[config.mk]
export PLATFORM = sky130hd
export DESIGN_NAME = pll_phase_stepper
export DESIGN_NICKNAME = d
export VERILOG_FILES = /design/src/rtl/pll_phase_pkg.sv /design/src/rtl/pll_scanclk_gen.sv /design/src/rtl/pll_phase_stepper.sv
export SDC_FILE = /design/constraint.sdc
export NUM_CORES = 1
export LEC_CHECK = 0
export ABC_AREA = 1
export CAP_MARGIN = 20
export CORE_MARGIN = 1
export CORE_UTILIZATION = 50
export CTS_CLUSTER_SIZE = 25
export DETAILED_ROUTE_END_ITERATION = 16
export PLACE_DENSITY = 0.74
export RECOVER_POWER = 50
export SLEW_MARGIN = 20
export SYNTH_ARGS = -nofsm -noshare
export SYNTH_HDL_FRONTEND = slang
export SYNTH_SLANG_ARGS = --single-unit
[constraint.sdc]
create_clock -name clk -period 2.53 [get_ports clk]
set_input_delay 0.506 -clock clk [delete_from_list [all_inputs] [get_ports clk]]
set_output_delay 0.506 -clock clk [all_outputs]
set_load 0.05 [all_outputs]
[src/rtl/pll_phase_pkg.sv]
// pll_phase_pkg: counter-select codes and FSM state encoding shared by the phase stepper
package pll_phase_pkg;
  localparam logic [2:0] CNT_ALL = 3'b000;
  localparam logic [2:0] CNT_M   = 3'b001;
  localparam logic [2:0] CNT_C0  = 3'b010;
  localparam logic [2:0] CNT_C1  = 3'b011;
  localparam logic [2:0] CNT_C2  = 3'b100;
  localparam logic [2:0] CNT_C3  = 3'b101;
  localparam logic [2:0] CNT_C4  = 3'b110;
  typedef enum logic [2:0] {IDLE, SETUP, STEP, WAITLOW, WAITHIGH, FINISH} state_t;
endpackage

[src/rtl/pll_scanclk_gen.sv]
// pll_scanclk_gen: scanclk divider with enable and one-clk rise/fall strobes
//   clk, rst_n : system clock, async active-low reset
//   en         : run divider; when low scanclk is held low and the divider cleared
//   scanclk    : divided clock, SCAN_DIV clk cycles per half-period
//   rise/fall  : high in the clk cycle whose closing edge takes scanclk 0->1 / 1->0
module pll_scanclk_gen #(
  parameter int SCAN_DIV = 16
) (
  input  logic clk,
  input  logic rst_n,
  input  logic en,
  output logic scanclk,
  output logic rise,
  output logic fall
);
  localparam int CW = $clog2(SCAN_DIV);
  logic [CW-1:0] cnt_q, cnt_d;
  logic scanclk_q, scanclk_d, wrap;
  always_comb begin
    wrap      = en && (cnt_q == CW'(SCAN_DIV - 1));
    cnt_d     = (!en || wrap) ? '0 : cnt_q + CW'(1);
    scanclk_d = en ? scanclk_q ^ wrap : 1'b0;
    rise      = wrap && !scanclk_q;
    fall      = wrap && scanclk_q;
  end
  always_ff @(posedge clk or negedge rst_n) begin
    if (!rst_n) begin
      cnt_q     <= '0;
      scanclk_q <= 1'b0;
    end else begin
      cnt_q     <= cnt_d;
      scanclk_q <= scanclk_d;
    end
  end
  assign scanclk = scanclk_q;
endmodule

[src/rtl/pll_phase_stepper.sv]
// pll_phase_stepper: executes "step counter X by N up/down" on the PLL dynamic phase-shift port
//   cmd_valid/cmd_ready/cmd_steps/cmd_updown/cmd_cntsel : command handshake from the sweep logic
//   phase_done                                            : PLL phasedone, asynchronous, synchronised here
//   scanclk/phasestep/phaseupdown/phasecounterselect      : PLL phase-shift port
//   busy/done/err_timeout/steps_left                      : status
//   Optional macro PLL_PHASE_TRACK_EN adds phase_pos (signed 16-bit net position of counter-select "all")
module pll_phase_stepper
  import pll_phase_pkg::*;
#(
  parameter int SCAN_DIV      = 16,
  parameter int PHASESTEP_CYC = 2,
  parameter int TIMEOUT_CYC   = 100,
  parameter int STEP_W        = 8
) (
  input  logic              clk,
  input  logic              rst_n,
  input  logic              cmd_valid,
  output logic              cmd_ready,
  input  logic [STEP_W-1:0] cmd_steps,
  input  logic              cmd_updown,
  input  logic [2:0]        cmd_cntsel,
  input  logic              phase_done,
  output logic              scanclk,
  output logic              phasestep,
  output logic              phaseupdown,
  output logic [2:0]        phasecounterselect,
  output logic              busy,
  output logic              done,
  output logic              err_timeout,
  output logic [STEP_W-1:0] steps_left
`ifdef PLL_PHASE_TRACK_EN
  ,output logic signed [15:0] phase_pos
`endif
);
  localparam logic [15:0] PS_N    = 16'(PHASESTEP_CYC);
  localparam logic [15:0] TO_LAST = 16'(TIMEOUT_CYC - 1);
  state_t state_q, state_d;
  logic [STEP_W-1:0] steps_q, steps_d;
  logic [2:0] cntsel_q, cntsel_d;
  logic [15:0] cnt_q, cnt_d;
  logic updown_q, updown_d, ps_q, ps_d, abort_q, abort_d, done_q, done_d, err_q, err_d;
  logic pd_meta_q, pd_sync_q, rise, fall, seen;
`ifdef PLL_PHASE_TRACK_EN
  logic signed [15:0] pos_q, pos_d;
  assign phase_pos = pos_q;
`endif
  pll_scanclk_gen #(.SCAN_DIV(SCAN_DIV)) u_scanclk (
    .clk(clk), .rst_n(rst_n), .en(busy), .scanclk(scanclk), .rise(rise), .fall(fall)
  );
  assign busy               = state_q != IDLE;
  // ready is also withheld during the done cycle so a held cmd_valid is taken one clk after done
  assign cmd_ready          = !busy && !done_q;
  assign phasestep          = ps_q;
  assign phaseupdown        = updown_q;
  assign phasecounterselect = cntsel_q;
  assign done               = done_q;
  assign err_timeout        = err_q;
  assign steps_left         = steps_q;
  always_comb begin
    state_d  = state_q;
    steps_d  = steps_q;
    cntsel_d = cntsel_q;
    updown_d = updown_q;
    cnt_d    = cnt_q;
    ps_d     = ps_q;
    abort_d  = abort_q;
    done_d   = 1'b0;
    err_d    = 1'b0;
    seen     = (state_q == WAITLOW) ? !pd_sync_q : pd_sync_q;
`ifdef PLL_PHASE_TRACK_EN
    pos_d    = pos_q;
`endif
    case (state_q)
      IDLE: if (cmd_valid && cmd_ready) begin
        steps_d  = cmd_steps;
        updown_d = cmd_updown;
        cntsel_d = cmd_cntsel;
        abort_d  = 1'b0;
        cnt_d    = '0;
        if (cmd_steps == '0) done_d = 1'b1;
        else state_d = SETUP;
      end
      // cnt_q marks that a full scanclk rise has passed before phasestep is raised
      SETUP: if (rise) cnt_d = 16'd1;
        else if (fall && cnt_q != '0) begin
          ps_d    = 1'b1;
          cnt_d   = '0;
          state_d = STEP;
        end
      STEP: if (rise && cnt_q < PS_N) cnt_d = cnt_q + 16'd1;
        else if (fall && cnt_q >= PS_N) begin
          ps_d    = 1'b0;
          cnt_d   = '0;
          state_d = WAITLOW;
        end
      // cnt_q is the shared timeout over both wait states; a seen level wins over expiry
      WAITLOW, WAITHIGH: if (rise) begin
        cnt_d = cnt_q + 16'd1;
        if (seen && state_q == WAITLOW) state_d = WAITHIGH;
        else if (seen) begin
          steps_d = (steps_q != '0) ? steps_q - STEP_W'(1) : steps_q;
          state_d = (steps_q <= STEP_W'(1)) ? FINISH : SETUP;
          cnt_d   = '0;
`ifdef PLL_PHASE_TRACK_EN
          if (cntsel_q == CNT_ALL)
            pos_d = updown_q ? ((pos_q == 16'sh7fff) ? pos_q : pos_q + 16'sd1)
                             : ((pos_q == 16'sh8000) ? pos_q : pos_q - 16'sd1);
`endif
        end else if (cnt_q == TO_LAST) begin
          abort_d = 1'b1;
          state_d = FINISH;
        end
      end
      FINISH: if (fall) begin
        state_d = IDLE;
        done_d  = 1'b1;
        err_d   = abort_q;
      end
      default: state_d = IDLE;
    endcase
  end
  always_ff @(posedge clk or negedge rst_n) begin
    if (!rst_n) begin
      state_q   <= IDLE;
      steps_q   <= '0;
      cntsel_q  <= CNT_ALL;
      updown_q  <= 1'b1;
      cnt_q     <= '0;
      ps_q      <= 1'b0;
      abort_q   <= 1'b0;
      done_q    <= 1'b0;
      err_q     <= 1'b0;
      pd_meta_q <= 1'b0;
      pd_sync_q <= 1'b0;
`ifdef PLL_PHASE_TRACK_EN
      pos_q     <= '0;
`endif
    end else begin
      state_q   <= state_d;
      steps_q   <= steps_d;
      cntsel_q  <= cntsel_d;
      updown_q  <= updown_d;
      cnt_q     <= cnt_d;
      ps_q      <= ps_d;
      abort_q   <= abort_d;
      done_q    <= done_d;
      err_q     <= err_d;
      pd_meta_q <= phase_done;
      pd_sync_q <= pd_meta_q;
`ifdef PLL_PHASE_TRACK_EN
      pos_q     <= pos_d;
`endif
    end
  end
endmodule

==> results.ini <==
[clocking]
clockBufferDepth=2
clkSlewWorstSetupHoldPaths_ps=80
cts-root-buf=clkbuf_8
numCtsBuffers=5
worstSkewPairLatency_ps=300
cts_tree=done
htree_levels=2
cts.sinks=42

[route]
vias_per_cell=5.34
postRouteWirelength_mm=6.77
wl_per_cell_um=13.0
drt-pass1-iter-count=5
initialDrtViolationCount=226
drc=0
vias=2779
antenna_left=0

[logic_synthesis]
synthAdderAreaFrac_pct=3.96
synth_fp_nets=436
syn_inst=411
ys_ff_latch=42
synth_seq_area_share_pct=37.0
synth-compound-area-share_pct=10.2
yosysWarnings=0
synth-simple-area-share_pct=38.4
muxShareOfSynthArea_pct=0
syn_area_sq_um=2850
synthXorXnorAreaFrac_pct=3.08
synth_cell_types=34
synth_top_family_by_area=simple AND/OR/NAND/NOR gates
avgSynthCellArea_sq_um=6.93

[grt]
grt_max_degree=30
overflow=0
grt.total_usage_pct=24.5
grt_pass1_wl_mm=11.7
antenna_found_initial=0
grt_pass1_vias=2513

[pwr]
p_seq_share_pct=27.2
peakVddDrop_mv=0.612
pwr-share-clk_pct=11.6
combPwrFrac_pct=61.3
p_leak_nw=1.64
internal_power_w=0.00177
switching_share_pct=53.0
cellPowerDensity_nw_per_um2=1130
switchingPower_w=0.00199

[final_layout]
finalCoreUtilization_pct=60.5
stdcell_area_sq_um=3330
nNetsFinal=472
drive_gt1_share_pct=6.70
antenna_cells=0
syn2layout_area_growth_pct=17.0

[setup_path]
max_stage_delay_ps=490
path_buf_inv=3
crit_fanout=7
cp.required_ps=2020
startpoint_type=register
setup.worst_path.end_class=primary output
crit_chain=nor3_4, inv_1, buf_4, nor2_1, buf_12
crit_type=reg2out
crit_arrival_ps=1780
critPathSlowestCell=dfrtp_1
cpLargestDelayFamily=simple AND/OR/NAND/NOR gates

[die]
die_w_um=77.5
pin_count=34
start_util_pct=51.7
row_count=27
dieArea_sq_um=6000
coreArea_sq_um=5510
die_h_um=77.5

[sta]
tightest_slew_ps=750
setup_tns_ps=0
hold_violations=0
finalCriticalPeriod_ps=2290
fmax_mhz=437
finalSetupViolCount=0
slew_headroom_pct=50.0
post-route-period-util_pct=90.4
grt_setup_unrepaired=no
skew_ps=5.55
final_max_slew_viol_count=0

[outcome]
status=complete, no violations

[placement]
dp_hpwl_mm=4.97
place_area_sq_um=3260
gp_congestion=0.908
numPortBuffers=33

[worst_hold_path]
min_path_type=in2async

[job]
maxCapViolCount=0

## cells in the mapped netlist
| cell | instances | share of area (%) |
|---|---|---|
| nand3_4 | 1 | 0.62 |
| dfstp_2 | 1 | 0.92 |
| nor3_1 | 1 | 0.18 |
| a21oi_4 | 1 | 0.57 |
| xor2_1 | 9 | 2.8 |
| inv_4 | 1 | 0.22 |
| nand3b_1 | 1 | 0.26 |
| nor3_4 | 1 | 0.57 |
| clkbuf_1 | 5 | 0.66 |
| dfrtp_1 | 41 | 36 |
| nand3_2 | 1 | 0.35 |
| o21ai_0 | 22 | 3.9 |
| or2_2 | 3 | 0.66 |
| nand2_2 | 5 | 1.1 |
| o21bai_1 | 7 | 1.8 |
| nor2_4 | 2 | 0.79 |
| nand2_4 | 1 | 0.40 |
| a211oi_1 | 1 | 0.26 |
| ha_1 | 9 | 4.0 |
| inv_1 | 42 | 5.5 |
| buf_2 | 2 | 0.35 |
| o2111ai_1 | 1 | 0.31 |
| nand3_1 | 26 | 4.6 |
| xnor2_1 | 1 | 0.31 |
| o211ai_1 | 6 | 1.6 |
| o21ai_2 | 1 | 0.31 |
| buf_6 | 1 | 0.40 |
| nor2_1 | 61 | 8.0 |
| nand2_1 | 138 | 18 |
| o221ai_1 | 2 | 0.62 |
| a21oi_1 | 3 | 0.53 |
| a221oi_1 | 1 | 0.31 |
| nand4_1 | 12 | 2.6 |
| buf_4 | 1 | 0.26 |
## cell usage in the layout (no fill, tap or decap), types with 2 or more instances in the layout
cell             synthesis  layout
nand2_1                138     138
nor2_1                  61      61
inv_1                   42      42
dfrtp_1                 41      41
clkdlybuf4s50_1          0      29
nand3_1                 26      27
o21ai_0                 22      22
nand4_1                 12      12
xor2_1                   9       9
ha_1                     9       9
o21bai_1                 7       7
o211ai_1                 6       6
nand2_2                  5       5
clkbuf_8                 0       5
buf_4                    1       4
a21oi_1                  3       3
or2_2                    3       3
nor2_4                   2       2
o221ai_1                 2       2
clkbuf_1                 5       2
## through the flow
stage / setup WS (ps) / hold WS (ps) / total power, W / cells
2_1_floorplan: 154 / 210 / 0.00271 / 411
3_3_place_gp: 389 / 335 / 0.00330 / 512
3_5_place_dp: 336 / 342 / 0.00333 / 512
4_1_cts: 188 / 93.8 / 0.00378 / 520
5_1_grt: 106 / 316 / 0.00406 / 520
6_report: 243 / 246 / 0.00375 / 520
## final timing paths
kind                                              start               endpoint  slack, ps  cells past startpoint
max                              state_q[1]$_DFFE_PN0P_              cmd_ready        240                      5
min                                               rst_n   cnt_q[1]$_DFFE_PN0P_        250                      1
max reg2reg                u_scanclk.cnt_q[0]$_DFF_PN0_  cnt_q[11]$_DFFE_PN0P_        350                     11
min reg2reg                         pd_meta_q$_DFF_PN0_    pd_sync_q$_DFF_PN0_        360                      0
max in group asynchronous                         rst_n   cnt_q[5]$_DFFE_PN0P_       1110                      2
min in group clk                    pd_meta_q$_DFF_PN0_    pd_sync_q$_DFF_PN0_        360                      0
## flip-flops by register name (all words and copies together) (netlist names)
signal	flops
abort_q	1
cnt_q	16
done	1
err_timeout	1
pd_meta_q	1
pd_sync_q	1
phasecounterselect	3
phasestep	1
phaseupdown	1
state_q	3
steps_left	8
u_scanclk.cnt_q	4
u_scanclk.scanclk	1
## cell type report
type	count	area [sq um]
fill	522	2180
multi-input combinational	317	1570
sequential	42	1050
timing repair buffer	38	368
inverter	43	164
tap	72	90.1
clock buffer	6	72.6
clock inverter	2	13.8
## layer usage
layer  share of wire (%)  vias up  wire length, um  global-route usage [%]
li1                    -     1389                -                       -
met3                 5.2       11              351                    4.94
met4                 1.5        0              100                    7.17
met1                  46     1296             3140                    34.2
met2                  47       83             3170                    38.2
met5                   0        -                0                       0
## logic make-up (layout without fill, tap and decap cells)
logic type,Yosys count,after routing
compound gates,45,45
buf+inv,52,89
simple gates,253,253
fa+ha+maj,9,9
xor+xnor,10,10
flops,42,42
## power by group through the flow
stage	sequential, W	clock (W)	combinational (W)
2_1_floorplan	0.00133	0	0.00138
4_1_cts	0.00102	0.000455	0.00230
5_1_grt	0.00104	0.000474	0.00254
3_3_place_gp	0.00102	0	0.00227
6_report	0.00102	0.000434	0.00230
3_5_place_dp	0.00103	0	0.00230
## what timing repair did
action                                  4_1_cts  5_1_grt
resized for setup                             1        0
endpoints found under the hold margin         0        0
hold buffers                                  0        0
endpoints found under the setup margin        1        0
setup buffers                                 0        0
(Power assumes the default switching activity.)
